--- config.mk ---
export PLATFORM = sky130hd
export DESIGN_NAME = seg_scan_driver_flat
export DESIGN_NICKNAME = d
export VERILOG_FILES = /design/src/rtl/seg_scan_driver_pkg.sv /design/src/rtl/seg_scan_driver_if.sv /design/src/rtl/seg_scan_driver_scan_prescaler.sv /design/src/rtl/seg_scan_driver.sv /design/src/flat_wrapper.sv
export SDC_FILE = /design/constraint.sdc
export NUM_CORES = 1
export LEC_CHECK = 0
export CAP_MARGIN = 15
export CORE_ASPECT_RATIO = 1.1
export CORE_MARGIN = 3
export CORE_UTILIZATION = 37
export DETAILED_ROUTE_END_ITERATION = 12
export PLACE_DENSITY_LB_ADDON = 0.3
export SLEW_MARGIN = 20
export SYNTH_ARGS = -nofsm -noshare
export SYNTH_HDL_FRONTEND = slang
export SYNTH_SLANG_ARGS = --single-unit
--- constraint.sdc ---
create_clock -name clock -period 5.4 [get_ports clock]
set_clock_uncertainty 0.1 [all_clocks]
set_input_delay 1.08 -clock clock [delete_from_list [all_inputs] [get_ports clock]]
set_output_delay 1.08 -clock clock [all_outputs]
set_load 0.01 [all_outputs]
--- src/rtl/seg_scan_driver_pkg.sv ---
// Shared types and constants for the multiplexed 8-digit 7-segment scan driver.
package seg_scan_driver_pkg;

    localparam int unsigned NUM_DIGITS = 8;

    typedef enum logic {
        StBlank = 1'b0,
        StOn    = 1'b1
    } scan_state_e;

    typedef logic [6:0] seg_t;

    localparam seg_t       SEG_OFF = 7'h7F;
    localparam logic [7:0] AN_OFF  = 8'hFF;

    // Digit positions as wired from the game top level.
    localparam int unsigned FLASH    = 0;
    localparam int unsigned LEVEL    = 1;
    localparam int unsigned ANSWER   = 2;
    localparam int unsigned SCORE_HI = 3;
    localparam int unsigned SCORE_LO = 4;
    localparam int unsigned TIME_HI  = 5;
    localparam int unsigned TIME_LO  = 6;
    localparam int unsigned SPARE    = 7;

    // Active-low one-hot anode select for digit idx.
    function automatic logic [7:0] an_select(input logic [2:0] idx);
        return ~(8'b1 << idx);
    endfunction

endpackage

--- src/rtl/seg_scan_driver_if.sv ---
// Game-side pattern inputs and display-side drive outputs of the scan driver.
interface seg_scan_driver_if;
    import seg_scan_driver_pkg::*;

    logic [7*NUM_DIGITS-1:0] seg_bus;
    logic [NUM_DIGITS-1:0]   blink_mask;
    logic [NUM_DIGITS-1:0]   an;
    seg_t                    seg_out;
    logic                    frame_tick;

    modport master (
        output seg_bus, blink_mask,
        input  an, seg_out, frame_tick
    );

    modport slave (
        input  seg_bus, blink_mask,
        output an, seg_out, frame_tick
    );

endinterface

--- src/rtl/seg_scan_driver_scan_prescaler.sv ---
// Slot counter and digit index for the scan; emits the per-slot and per-frame strobes.
module scan_prescaler #(
    parameter int unsigned REFRESH_DIV  = 50000,
    parameter int unsigned BLANK_CYCLES = 500
) (
    input  logic       clock,
    input  logic       rst,
    input  logic       enable,
    output logic [2:0] idx_next,
    output logic       blank_end,
    output logic       slot_end,
    output logic       frame_start
);

    localparam int unsigned CntW = (REFRESH_DIV > 1) ? $clog2(REFRESH_DIV) : 1;
    localparam logic [CntW-1:0] BlankLast = CntW'(BLANK_CYCLES - 1);
    localparam logic [CntW-1:0] SlotLast  = CntW'(REFRESH_DIV - 1);

    logic [CntW-1:0] cnt_q, cnt_d;
    logic [2:0]      idx_q, idx_d;
    logic            fresh_q, fresh_d;
    logic            run;

    // fresh_q marks a pending frame start after reset or disable; the scan holds at
    // slot 0, cnt 0 for the cycle that start is taken.
    always_comb begin
        run         = enable & ~fresh_q;
        blank_end   = run && (cnt_q == BlankLast);
        slot_end    = run && (cnt_q == SlotLast);
        frame_start = enable && (fresh_q || (slot_end && (idx_q == 3'd7)));
    end

    always_comb begin
        cnt_d   = cnt_q + 1'b1;
        idx_d   = idx_q;
        fresh_d = 1'b0;
        if (!enable) begin
            cnt_d   = '0;
            idx_d   = '0;
            fresh_d = 1'b1;
        end else if (fresh_q) begin
            cnt_d = '0;
            idx_d = '0;
        end else if (slot_end) begin
            cnt_d = '0;
            idx_d = idx_q + 3'd1;
        end
    end

    always_ff @(posedge clock) begin
        if (!rst) begin
            cnt_q   <= '0;
            idx_q   <= '0;
            fresh_q <= 1'b1;
        end else begin
            cnt_q   <= cnt_d;
            idx_q   <= idx_d;
            fresh_q <= fresh_d;
        end
    end

    assign idx_next = idx_d;

endmodule

--- src/rtl/seg_scan_driver.sv ---
// Time-multiplexed 8-digit display driver with ghost blanking, frame-coherent
// snapshots and per-digit blinking.
module seg_scan_driver
    import seg_scan_driver_pkg::*;
#(
    parameter int unsigned REFRESH_DIV  = 50000,
    parameter int unsigned BLANK_CYCLES = 500,
    parameter int unsigned BLINK_FRAMES = 25
) (
    input  logic               clock,
    input  logic               rst,
    input  logic               enable,
    seg_scan_driver_if.slave   disp
);

    localparam int unsigned FcntW = (BLINK_FRAMES > 1) ? $clog2(BLINK_FRAMES) : 1;
    localparam logic [FcntW-1:0] FcntLast = FcntW'(BLINK_FRAMES - 1);

    scan_state_e             state_q, state_d;
    seg_t [NUM_DIGITS-1:0]   snap_q, snap_d;
    logic [NUM_DIGITS-1:0]   dark_q, dark_d;
    logic [FcntW-1:0]        fcnt_q, fcnt_d;
    logic                    phase_q, phase_d;
    logic [7:0]              an_q, an_d;
    seg_t                    seg_q, seg_d;
    logic                    tick_q;

    logic [2:0] idx_next;
    logic       blank_end;
    logic       slot_end;
    logic       frame_start;

    scan_prescaler #(
        .REFRESH_DIV  (REFRESH_DIV),
        .BLANK_CYCLES (BLANK_CYCLES)
    ) u_prescaler (
        .clock       (clock),
        .rst         (rst),
        .enable      (enable),
        .idx_next    (idx_next),
        .blank_end   (blank_end),
        .slot_end    (slot_end),
        .frame_start (frame_start)
    );

    always_ff @(posedge clock) begin
        if (!rst) begin
            state_q <= StBlank;
            snap_q  <= '1;
            dark_q  <= '0;
            fcnt_q  <= '0;
            phase_q <= 1'b0;
            an_q    <= AN_OFF;
            seg_q   <= SEG_OFF;
            tick_q  <= 1'b0;
        end else begin
            state_q <= state_d;
            snap_q  <= snap_d;
            dark_q  <= dark_d;
            fcnt_q  <= fcnt_d;
            phase_q <= phase_d;
            an_q    <= an_d;
            seg_q   <= seg_d;
            tick_q  <= frame_start;
        end
    end

    always_comb begin
        state_d = state_q;
        if (!enable) begin
            state_d = StBlank;
        end else begin
            unique case (state_q)
                StBlank: if (blank_end) state_d = StOn;
                StOn:    if (slot_end)  state_d = StBlank;
            endcase
        end
    end

    // The blink mask is frozen per frame using the phase from before this frame's
    // tick, so a toggle never splits a frame.
    always_comb begin
        snap_d  = snap_q;
        dark_d  = dark_q;
        fcnt_d  = fcnt_q;
        phase_d = phase_q;
        if (frame_start) begin
            snap_d = disp.seg_bus;
            dark_d = phase_q ? disp.blink_mask : '0;
            if (fcnt_q == FcntLast) begin
                fcnt_d  = '0;
                phase_d = ~phase_q;
            end else begin
                fcnt_d = fcnt_q + 1'b1;
            end
        end
    end

    // Outputs are decoded from next-state values so the registered drive lines up
    // with the registered state.
    always_comb begin
        an_d  = AN_OFF;
        seg_d = SEG_OFF;
        if (state_d == StOn && !dark_d[idx_next]) begin
            an_d  = an_select(idx_next);
            seg_d = snap_d[idx_next];
        end
    end

    assign disp.an         = an_q;
    assign disp.seg_out    = seg_q;
    assign disp.frame_tick = tick_q;

endmodule

--- src/flat_wrapper.sv ---
// flat-port wrapper written by rule: the top's interface ports become plain ports
module seg_scan_driver_flat import seg_scan_driver_pkg::*;
#(
    parameter int unsigned REFRESH_DIV  = 50000,
    parameter int unsigned BLANK_CYCLES = 500,
    parameter int unsigned BLINK_FRAMES = 25
)
  (clock, rst, enable, disp_seg_bus, disp_blink_mask, disp_an, disp_seg_out, disp_frame_tick);
  seg_scan_driver_if disp_i ();
  input  logic clock;
  input  logic rst;
  input  logic enable;
  input wire logic [$bits(disp_i.seg_bus)-1:0] disp_seg_bus;
  input wire logic [$bits(disp_i.blink_mask)-1:0] disp_blink_mask;
  output wire logic [$bits(disp_i.an)-1:0] disp_an;
  output wire logic [$bits(disp_i.seg_out)-1:0] disp_seg_out;
  output wire logic [$bits(disp_i.frame_tick)-1:0] disp_frame_tick;
  assign disp_i.seg_bus = disp_seg_bus;
  assign disp_i.blink_mask = disp_blink_mask;
  assign disp_an = disp_i.an;
  assign disp_seg_out = disp_i.seg_out;
  assign disp_frame_tick = disp_i.frame_tick;
  seg_scan_driver #(.REFRESH_DIV(REFRESH_DIV), .BLANK_CYCLES(BLANK_CYCLES), .BLINK_FRAMES(BLINK_FRAMES)) u_core (.clock(clock), .rst(rst), .enable(enable), .disp(disp_i));
endmodule
==> results.cfg <==
[clock_network]
cts_hold_buf = 0
path_clk_slew_ns = 0.08
clock_sinks = 107
cts_root_buffer = clkbuf_16
cts_setup_buffers = 0
clock_latency_ns = 0.35
cts_resized = 0
htreeDepth = 3
cts_tree = built
clockBufferDepth = 2
cts_buffers = 9

[critical_path]
setup.worst_path.end = u_core.disp.seg_out[3]
timing.rr.end = u_core.disp.seg_out[3]
crit_required_ns = 5.52
critPathLaunchType = flip-flop
startpoint = u_core.u_prescaler.idx_q[0]
r2r_start = u_core.u_prescaler.idx_q[0]
cp-end-kind = flip-flop
worstPathArrival_ns = 4.02
r2r_cells = 11
crit_fanout = 29
crit_type = flip-flop to flip-flop
r2r_slack_ns = 1.50

[power]
p_leak_uw = 0.002323
power_uw = 1673
peakVddDrop_mv = 0.2298
pwr_density_cell_mw_per_mm2 = 285.1

[floorplanning]
die-area_mm2 = 0.01384
die_w_um = 112.4
rows = 42
core_mm2 = 0.01209
start_util = 0.3815
die_h_um = 123.1
pin_count = 83

[sta]
fmax_mhz = 256.5
setup_violations = 0
timing.final.crit_share = 0.7219
setup_tns_ns = 0
rsz0062_at_grt = false
slew_violations = 0
finalCriticalPeriod_ns = 3.898
slew-limit-headroom = 0.3543
worstMarginPinSlew_ns = 0.9605
holdWs_ns = 0.3621
finalHoldViolations = 0

[logic_synthesis]
postSynthCellCount = 520
netlist_area_mm2 = 0.004611
yosysSeqAreaShare = 0.4646
ys_top_cells_by_area = dfxtp_1, mux2i_1, nand2_1, nor2_1, a2111oi_0
synth_edf_count = 0
yosysTopAreaCell = dfxtp_1
postSynth.asyncResetShare = 0
netlist_top_cells_count = nand2_1, dfxtp_1, mux2i_1
synth_seq_cells = 107
ys_types = 52
synth.top_cell.area_share = 0.4646
synth_nets = 592
synthFlopType = dfxtp_1
yosysWarnings = 0
avgSynthCellArea_um2 = 8.867
yosysMostFrequentCell = nand2_1

[cells_and_area]
fin_cells = 749
fillers = 1162
seqCellArea_mm2 = 0.002142
syn_to_final_growth_pct = 27.25
drive_above_1_share = 0.08403
fin_nets = 662
multi_input_area_mm2 = 0.002333
diodes = 0

[min_path]
worstHoldStart = u_core.dark_q[3]
hp-class = flip-flop to flip-flop

[global_routing]
grt_max_degree = 50
grt_pass1_vias = 3852
grt_pass1_wl_mm = 19.38
grt_overflow = 0
grtUsageTotal = 0.1771
antenna_found_initial = 0

[detailed_routing]
via_per_inst = 5.263
dr.pass1.iters = 5
ant_nets = 0
routed_wl_mm = 11.85
dr_total_vias = 3942
drt-wirelength-per-cell_um = 15.82
initialDrtViolationCount = 309
drc = 0

[flow_run]
cap_violations = 0

[placement]
place_congestion = 0.8488
portBuffers = 82
dp_hpwl_mm = 8.665
dp_cells = 733

[status]
status = finished clean
## power by group
| part | leakage, uW | internal [uW] | switching [uW] | total (uW) |
|---|---|---|---|---|
| logic | 0.00130 | 84.2 | 77.4 | 162 |
| clock network | 0.000152 | 371 | 313 | 684 |
| registers | 0.000876 | 818 | 9.84 | 828 |
| total | 0.00232 | 1270 | 400 | 1670 |
## worst min-delay path by stage
stage	cells after the start	to
5_1_grt	2	u_core.dark_q[3]
4_1_cts	2	u_core.dark_q[3]
3_3_place_gp	2	u_core.snap_q[48]
2_1_floorplan	1	u_core.u_prescaler.cnt_q[0]
6_report	2	u_core.dark_q[3]
3_5_place_dp	2	u_core.dark_q[3]
## per-layer routing
metal	up-vias	share of wire	GRT usage
li1	1946	-	-
met1	1848	0.43	0.2233
met2	133	0.48	0.2925
met3	15	0.069	0.05482
met4	0	0.020	0.05409
met5	-	0	0
## cells in the final DEF, fill, tap and decap left out, types with 2 or more instances in the layout
cell	instances
mux2_2	4
inv_6	2
nor3_1	2
a21oi_1	16
buf_4	7
o2111ai_1	3
nand2_1	111
nor2b_1	2
o211ai_1	3
dfxtp_1	107
o21bai_1	7
and3_1	3
mux2i_1	46
nand4_1	7
a2111oi_0	11
or4_1	2
clkbuf_16	9
o21ai_1	2
xor2_1	10
nand2b_1	5
or2_2	14
o21ai_0	10
nor2_1	41
nor4_1	5
nand3_1	11
a211oi_1	2
inv_1	6
inv_8	2
o22ai_1	14
xnor2_1	4
clkdlybuf4s50_1	81
and2_1	5
ha_1	5
or3_1	11
## critical path: stages, from the launching register on
cell,delay (ns)
dfxtp_1,0.39
ha_1,0.23
ha_1,0.20
nand4_1,0.10
nor4_1,0.05
buf_4,0.17
o21ai_4,0.74
buf_4,0.50
mux2i_1,0.30
o22ai_1,0.11
a2111oi_0,0.69
o21bai_1,0.16
## per-stage QoR
stage | utilization | setup WS, ns | area, um2
after floorplan | - | 2.246 | 4611
after global placement | 0.4599 | 1.303 | 5559
after detailed placement | 0.4599 | 1.274 | 5559
after CTS | 0.4854 | 1.458 | 5867
after global routing | 0.4854 | 1.260 | 5867
final | 0.4854 | 1.502 | 5867
## logic make-up (layout without fill, tap and decap cells)
kind of cell / count (synthesis) / in the layout / synth area share
DFF: 107 / 107 / 0.4646
AOI/OAI and AO/OA: 81 / 81 / 0.1243
adders and majority gates: 5 / 5 / 0.01357
xor gates and xnor gates: 14 / 14 / 0.02659
and+or+nand+nor: 227 / 227 / 0.2285
muxes: 50 / 50 / 0.1096
buffers and inverters: 36 / 111 / 0.03283
## area by class of cell
class                           instances  share of cell area
Tap cell                              154             0.03284
Timing Repair Buffer                   89              0.1480
Clock buffer                           10             0.03903
Sequential cell                       107              0.3651
Inverter                                6            0.003839
Multi-Input combinational cell        377              0.3977
Clock inverter                          6             0.01344
## state kept, by name, indices dropped and copies added, names as in the netlist
name and cells:
u_core.disp.frame_tick 1, u_core.disp.an 8, u_core.snap_q 56, u_core.u_prescaler.fresh_q 1, u_core.fcnt_q 5, u_core.dark_q 8
u_core.state_q 1, u_core.phase_q 1, u_core.disp.seg_out 7, u_core.u_prescaler.cnt_q 16, u_core.u_prescaler.idx_q 3
(Power assumes the default switching activity.)
